### src/rtl/apb_master.sv
// APB requester: turns one command at a time into an APB SETUP/ACCESS
// transfer and returns the completer's response on a valid/ready channel.
//
// Optional feature: define APB_MASTER_TIMEOUT_EN to bound the ACCESS phase
// to TIMEOUT_CYCLES cycles. A transfer that reaches the bound ends with
// rsp_err=1 and rsp_rdata=0. Without the macro, ACCESS waits for pready
// indefinitely.
//
// Handshakes: on both the command and the response channel a transfer
// happens on a rising pclk edge where valid and ready are both high. The
// sender holds its payload stable while valid is high and ready is low.
// cmd_ready is high only while the FSM is idle. rsp_valid stays high, with
// rsp_rdata/rsp_err stable, until rsp_ready is seen.
module apb_master #(
    parameter int ADDR_W         = 32,
    parameter int DATA_W         = 32,
    parameter int TIMEOUT_CYCLES = 16
) (
    input  logic              pclk,
    input  logic              preset,
    // command channel
    input  logic              cmd_valid,
    output logic              cmd_ready,
    input  logic              cmd_write,
    input  logic [ADDR_W-1:0] cmd_addr,
    input  logic [DATA_W-1:0] cmd_wdata,
    // response channel
    output logic              rsp_valid,
    input  logic              rsp_ready,
    output logic [DATA_W-1:0] rsp_rdata,
    output logic              rsp_err,
    // APB requester side
    output logic [ADDR_W-1:0] paddr,
    output logic              pwrite,
    output logic [DATA_W-1:0] pwdata,
    output logic              psel,
    output logic              penable,
    input  logic [DATA_W-1:0] prdata,
    input  logic              pready,
    input  logic              pslverr,
    // debug: current FSM state (0 idle, 1 setup, 2 access, 3 resp)
    output logic [1:0]        dbg_state
);

    typedef enum logic [1:0] {
        ST_IDLE   = 2'd0,
        ST_SETUP  = 2'd1,
        ST_ACCESS = 2'd2,
        ST_RESP   = 2'd3
    } state_e;

    // A zero bound would make the timeout fire before any ACCESS cycle.
    if (TIMEOUT_CYCLES < 1) begin : g_bad_timeout
        $error("apb_master: TIMEOUT_CYCLES must be at least 1");
    end

    state_e              state_q;
    logic                cmd_ready_q;
    logic                psel_q;
    logic                penable_q;
    logic                pwrite_q;
    logic [ADDR_W-1:0]   paddr_q;
    logic [DATA_W-1:0]   pwdata_q;
    logic                rsp_valid_q;
    logic                rsp_err_q;
    logic [DATA_W-1:0]   rsp_rdata_q;

`ifdef APB_MASTER_TIMEOUT_EN
    localparam int              CNT_W    = $clog2(TIMEOUT_CYCLES + 1);
    localparam logic [CNT_W-1:0] CNT_LAST = CNT_W'(TIMEOUT_CYCLES - 1);
    // Number of ACCESS cycles already spent waiting on pready.
    logic [CNT_W-1:0]    tmo_cnt_q;
`endif

    // Transfer FSM; every output is a register updated with the state.
    always_ff @(posedge pclk) begin
        if (preset) begin
            state_q     <= ST_IDLE;
            cmd_ready_q <= 1'b0;
            psel_q      <= 1'b0;
            penable_q   <= 1'b0;
            pwrite_q    <= 1'b0;
            paddr_q     <= '0;
            pwdata_q    <= '0;
            rsp_valid_q <= 1'b0;
            rsp_err_q   <= 1'b0;
            rsp_rdata_q <= '0;
`ifdef APB_MASTER_TIMEOUT_EN
            tmo_cnt_q   <= '0;
`endif
        end else begin
            case (state_q)
                ST_IDLE: begin
                    cmd_ready_q <= 1'b1;
                    if (cmd_valid && cmd_ready_q) begin
                        // Address/control are latched once and held
                        // until the next accepted command.
                        cmd_ready_q <= 1'b0;
                        paddr_q     <= cmd_addr;
                        pwrite_q    <= cmd_write;
                        pwdata_q    <= cmd_wdata;
                        psel_q      <= 1'b1;
                        state_q     <= ST_SETUP;
                    end
                end
                ST_SETUP: begin
                    penable_q <= 1'b1;
                    state_q   <= ST_ACCESS;
`ifdef APB_MASTER_TIMEOUT_EN
                    tmo_cnt_q <= '0;
`endif
                end
                ST_ACCESS: begin
                    if (pready) begin
                        psel_q      <= 1'b0;
                        penable_q   <= 1'b0;
                        rsp_valid_q <= 1'b1;
                        rsp_err_q   <= pslverr;
                        rsp_rdata_q <= pwrite_q ? '0 : prdata;
                        state_q     <= ST_RESP;
                    end
`ifdef APB_MASTER_TIMEOUT_EN
                    else if (tmo_cnt_q == CNT_LAST) begin
                        // Last permitted ACCESS cycle without pready.
                        psel_q      <= 1'b0;
                        penable_q   <= 1'b0;
                        rsp_valid_q <= 1'b1;
                        rsp_err_q   <= 1'b1;
                        rsp_rdata_q <= '0;
                        state_q     <= ST_RESP;
                    end else begin
                        tmo_cnt_q <= tmo_cnt_q + CNT_W'(1);
                    end
`endif
                end
                ST_RESP: begin
                    if (rsp_ready) begin
                        rsp_valid_q <= 1'b0;
                        cmd_ready_q <= 1'b1;
                        state_q     <= ST_IDLE;
                    end
                end
                default: begin
                    state_q <= ST_IDLE;
                end
            endcase
        end
    end

    assign cmd_ready = cmd_ready_q;
    assign psel      = psel_q;
    assign penable   = penable_q;
    assign pwrite    = pwrite_q;
    assign paddr     = paddr_q;
    assign pwdata    = pwdata_q;
    assign rsp_valid = rsp_valid_q;
    assign rsp_err   = rsp_err_q;
    assign rsp_rdata = rsp_rdata_q;
    assign dbg_state = state_q;

endmodule

### config.mk
export PLATFORM = sky130hd
export DESIGN_NAME = apb_master
export DESIGN_NICKNAME = d
export VERILOG_FILES = /design/src/rtl/apb_master.sv
export SDC_FILE = /design/constraint.sdc
export NUM_CORES = 1
export LEC_CHECK = 0
export ABC_AREA = 1
export BUFFER_PORTS_ARGS = -buffer_cell sky130_fd_sc_hd__buf_2
export CORE_ASPECT_RATIO = 1.25
export CORE_MARGIN = 5
export CORE_UTILIZATION = 40
export DETAILED_ROUTE_END_ITERATION = 12
export HOLD_SLACK_MARGIN = 0.08
export PLACE_DENSITY = 0.8
export SLEW_MARGIN = 25
export SYNTH_ARGS = -nofsm -noshare
export SYNTH_HDL_FRONTEND = slang
export SYNTH_SLANG_ARGS = --single-unit
### constraint.sdc
create_clock -name pclk -period 1.82 [get_ports pclk]
set_input_delay 0.546 -clock pclk [delete_from_list [all_inputs] [get_ports pclk]]
set_output_delay 0.546 -clock pclk [all_outputs]
set_load 0.01 [all_outputs]
==> flow_summary.rst <==
.. list-table::
   :header-rows: 1

   * - Metric
     - Value
   * - Run status
     - completed
   * - Unrepaired setup endpoints after global routing
     - false
   * - Number of nets in the synthesized netlist
     - 600
   * - Initial cell density of the core
     - 0.413
   * - Static leakage power
     - 2.46 nW
   * - Worst clock skew on the final layout
     - 11.2 ps
   * - DRT Wirelength
     - 10.8 mm
   * - Avg Inst Size Synth
     - 7.78 um^2
   * - H-tree Lvls
     - 3
   * - Number of clock buffers inserted by TritonCTS
     - 9
   * - Type of element capturing the critical path
     - register
   * - Longest Clk Path Bufs
     - 2
   * - Fraction of the cycle the final worst path needs
     - 0.872
   * - Post-route antenna net violation count
     - 0
   * - Category of the most critical setup path
     - register to register
   * - Final std cells w/o fill
     - 811
   * - Final Hold Fails
     - 0
   * - Dominant delay contributor by cell family on the critical path
     - buffers and inverters
   * - Vias in the first global route
     - 3,771
   * - Relative slew slack
     - 0.749
   * - Kind of start point of the critical path
     - register
   * - Post-CTS clock slew at the launch and capture registers of the worst setup and hold paths
     - 70 ps
   * - Hpwl dp
     - 8.02 mm
   * - Max Slew Vio Count
     - 0
   * - Required time at the endpoint of the critical path
     - 2080 ps
   * - Via-per-instance ratio
     - 4.85
   * - Cells after Synth
     - 490
   * - Die width
     - 97.3 um
   * - Maximum Capacitance Violations
     - 0
   * - Placed instance area
     - 4940 um^2
   * - Count of pins on the block boundary
     - 207
   * - # Post-CTS Setup Buffers
     - 0
   * - Seq cells post-synth
     - 104
   * - DRT iter0 DRCs
     - 134
   * - Critical path arrival
     - 1850 ps
   * - CTS hold repair buffers
     - 0
   * - Core footprint
     - 9220 um^2
   * - Clk_lat worst skew
     - 340 ps
   * - RePlAce Congestion
     - 0.867
   * - Die Height
     - 119 um
   * - DR vias
     - 3,930
   * - Setup TNS
     - 0 ps
   * - CTS tree
     - built
   * - Min-delay worst type
     - primary input to register
   * - Min Tclk post-route
     - 1590 ps
   * - CP max-delay cell
     - dfxtp_1
   * - Post-synth cell types
     - 16
   * - Maximum frequency from static timing analysis
     - 0.630 GHz
   * - Cell breakdown of the critical path
     - inv_1, ha_1, nand3_2, inv_2, buf_12, nand2_1, a21oi_1
   * - Clock root buffer master
     - clkbuf_16
   * - Combined area of all synthesized cells
     - 3810 um^2
   * - Number of nets at the end of the flow
     - 793
   * - Cell Pwr Density
     - 1240 nW/um^2
   * - Count of endpoints failing setup in the final report
     - 0
   * - Worst voltage drop across the vdd grid
     - 0.571 mV
   * - Global-route wire length before repair
     - 17.7 mm
   * - Number of placement rows
     - 39
   * - Area of the die
     - 11,600 um^2
   * - Remaining Overflow, GRT
     - 0
   * - Largest net degree at the start of global routing
     - 65
   * - # port buffers
     - 206
   * - DRC violation count after routing
     - 0
   * - Per-cell routed wire length
     - 13.4 um
   * - Clk sink count
     - 104
   * - Register area share after synthesis
     - 0.546
   * - Overall global routing resource usage
     - 0.182
   * - Transition time at the pin with the least slew margin
     - 377 ps
   * - Dpl cells
     - 795
   * - Count of antenna diodes in the layout
     - 0
   * - DR pass1 iterations
     - 4
   * - Worst stage delay on the critical path
     - 350 ps
   * - Cts repair resizes
     - 0
   * - Final Total Pwr
     - 6.50 mW
   * - Post-route cell area
     - 5260 um^2
   * - Synth warnings
     - 0
   * - Max FO, Critical Path
     - 49
   * - Combined buffer and inverter count along the critical path
     - 3
   * - Fraction of final layout cells with drive strength greater than 1
     - 0.340
   * - Area grow syn2layout
     - 37.8%
   * - Initial antenna violation count
     - 0
[flip-flops by register name, summed over array words and instances, names as in the netlist]
name	cells
cmd_ready	1
dbg_state	2
paddr	32
penable	1
psel	1
pwdata	32
pwrite	1
rsp_err	1
rsp_rdata	32
rsp_valid	1
[kinds of logic (layout without fill, tap and decap cells)]
group | after synthesis | in the layout | share of synthesized area
flops | 104 | 104 | 0.546
buf+inv | 48 | 246 | 0.0574
fa+ha+maj | 7 | 7 | 0.0230
compound gates | 103 | 103 | 0.135
simple gates | 228 | 228 | 0.238
[cells in the final DEF, fill, tap and decap left out]
| master | n |
|---|---|
| buf_2 | 206 |
| clkbuf_8 | 1 |
| clkinv_1 | 1 |
| dfxtp_1 | 104 |
| clkbuf_16 | 9 |
| nand3_1 | 33 |
| nand4_1 | 2 |
| nor2_1 | 9 |
| buf_12 | 3 |
| buf_4 | 7 |
| a21oi_1 | 101 |
| clkinv_4 | 1 |
| inv_1 | 12 |
| inv_2 | 1 |
| nand2_1 | 183 |
| clkinvlp_4 | 1 |
| o21ai_0 | 2 |
| bufinv_16 | 1 |
| nand3_2 | 1 |
| inv_6 | 3 |
| ha_1 | 7 |
[synthesized netlist by cell type]
cell	number	area, um^2
buf_4	6	45.0
buf_2	13	65.1
ha_1	7	87.6
inv_1	12	45.0
nand3_2	1	10.0
nand3_1	33	165
nand4_1	2	12.5
nor2_1	9	33.8
nand2_1	183	687
clkinv_1	1	3.75
buf_1	5	18.8
dfxtp_1	104	2080
o21ai_0	2	10.0
a21oi_1	101	505
clkbuf_1	10	37.5
inv_2	1	3.75
[final timing paths]
kind	cells past startpoint	to	from	slack, ps
setup / recovery	7	paddr[17]	dbg_state[0]	230
hold / removal	3	pwdata[9]	cmd_wdata[9]	450
setup reg to reg	7	paddr[17]	dbg_state[0]	230
hold reg to reg	2	rsp_rdata[16]	rsp_rdata[16]	460
[cell type report]
| type | instances | area (um^2) |
|---|---|---|
| Inverter | 14 | 52.6 |
| Sequential cell | 104 | 2080 |
| Clock inverter | 6 | 72.6 |
| Fill cell | 838 | 3970 |
| Timing Repair Buffer | 216 | 1140 |
| Multi-Input combinational cell | 338 | 1510 |
| Clock buffer | 10 | 239 |
| Tap cell | 123 | 154 |
[worst reg2reg max path: stages, from the launching register on]
cell and delay, ps:
dfxtp_1 350, inv_1 160, ha_1 230, nand3_2 160, inv_2 160, buf_12 220, nand2_1 80, a21oi_1 150
[power by group]
group          total (mW)  switching (mW)  internal, mW  leakage, nW
registers            2.79           0.184          2.60        0.844
logic                1.76            1.07         0.685         1.46
clock network        1.96           0.836          1.12        0.150
total                6.50            2.09          4.41         2.46
[per-stage QoR]
stage / utilization / hold WS [ps] / worst slack (ps)
global placement: 0.536 / 448 / 309
detailed placement: 0.536 / 452 / 231
finish: 0.570 / 446 / 233
CTS: 0.570 / 437 / 222
global route: 0.570 / 440 / 36.2
floorplan: - / 483 / 304
[per-layer routing]
layer | routed length (um) | track usage | vias up | part of all wire
li1 | - | - | 1963 | -
met1 | 4270 | 0.206 | 1778 | 0.39
met2 | 5290 | 0.320 | 182 | 0.49
met3 | 1190 | 0.0772 | 7 | 0.11
met4 | 82 | 0.0372 | 0 | 0.0076
met5 | 0 | 0 | - | 0
Note: power is estimated with default switching activity, not from simulation.
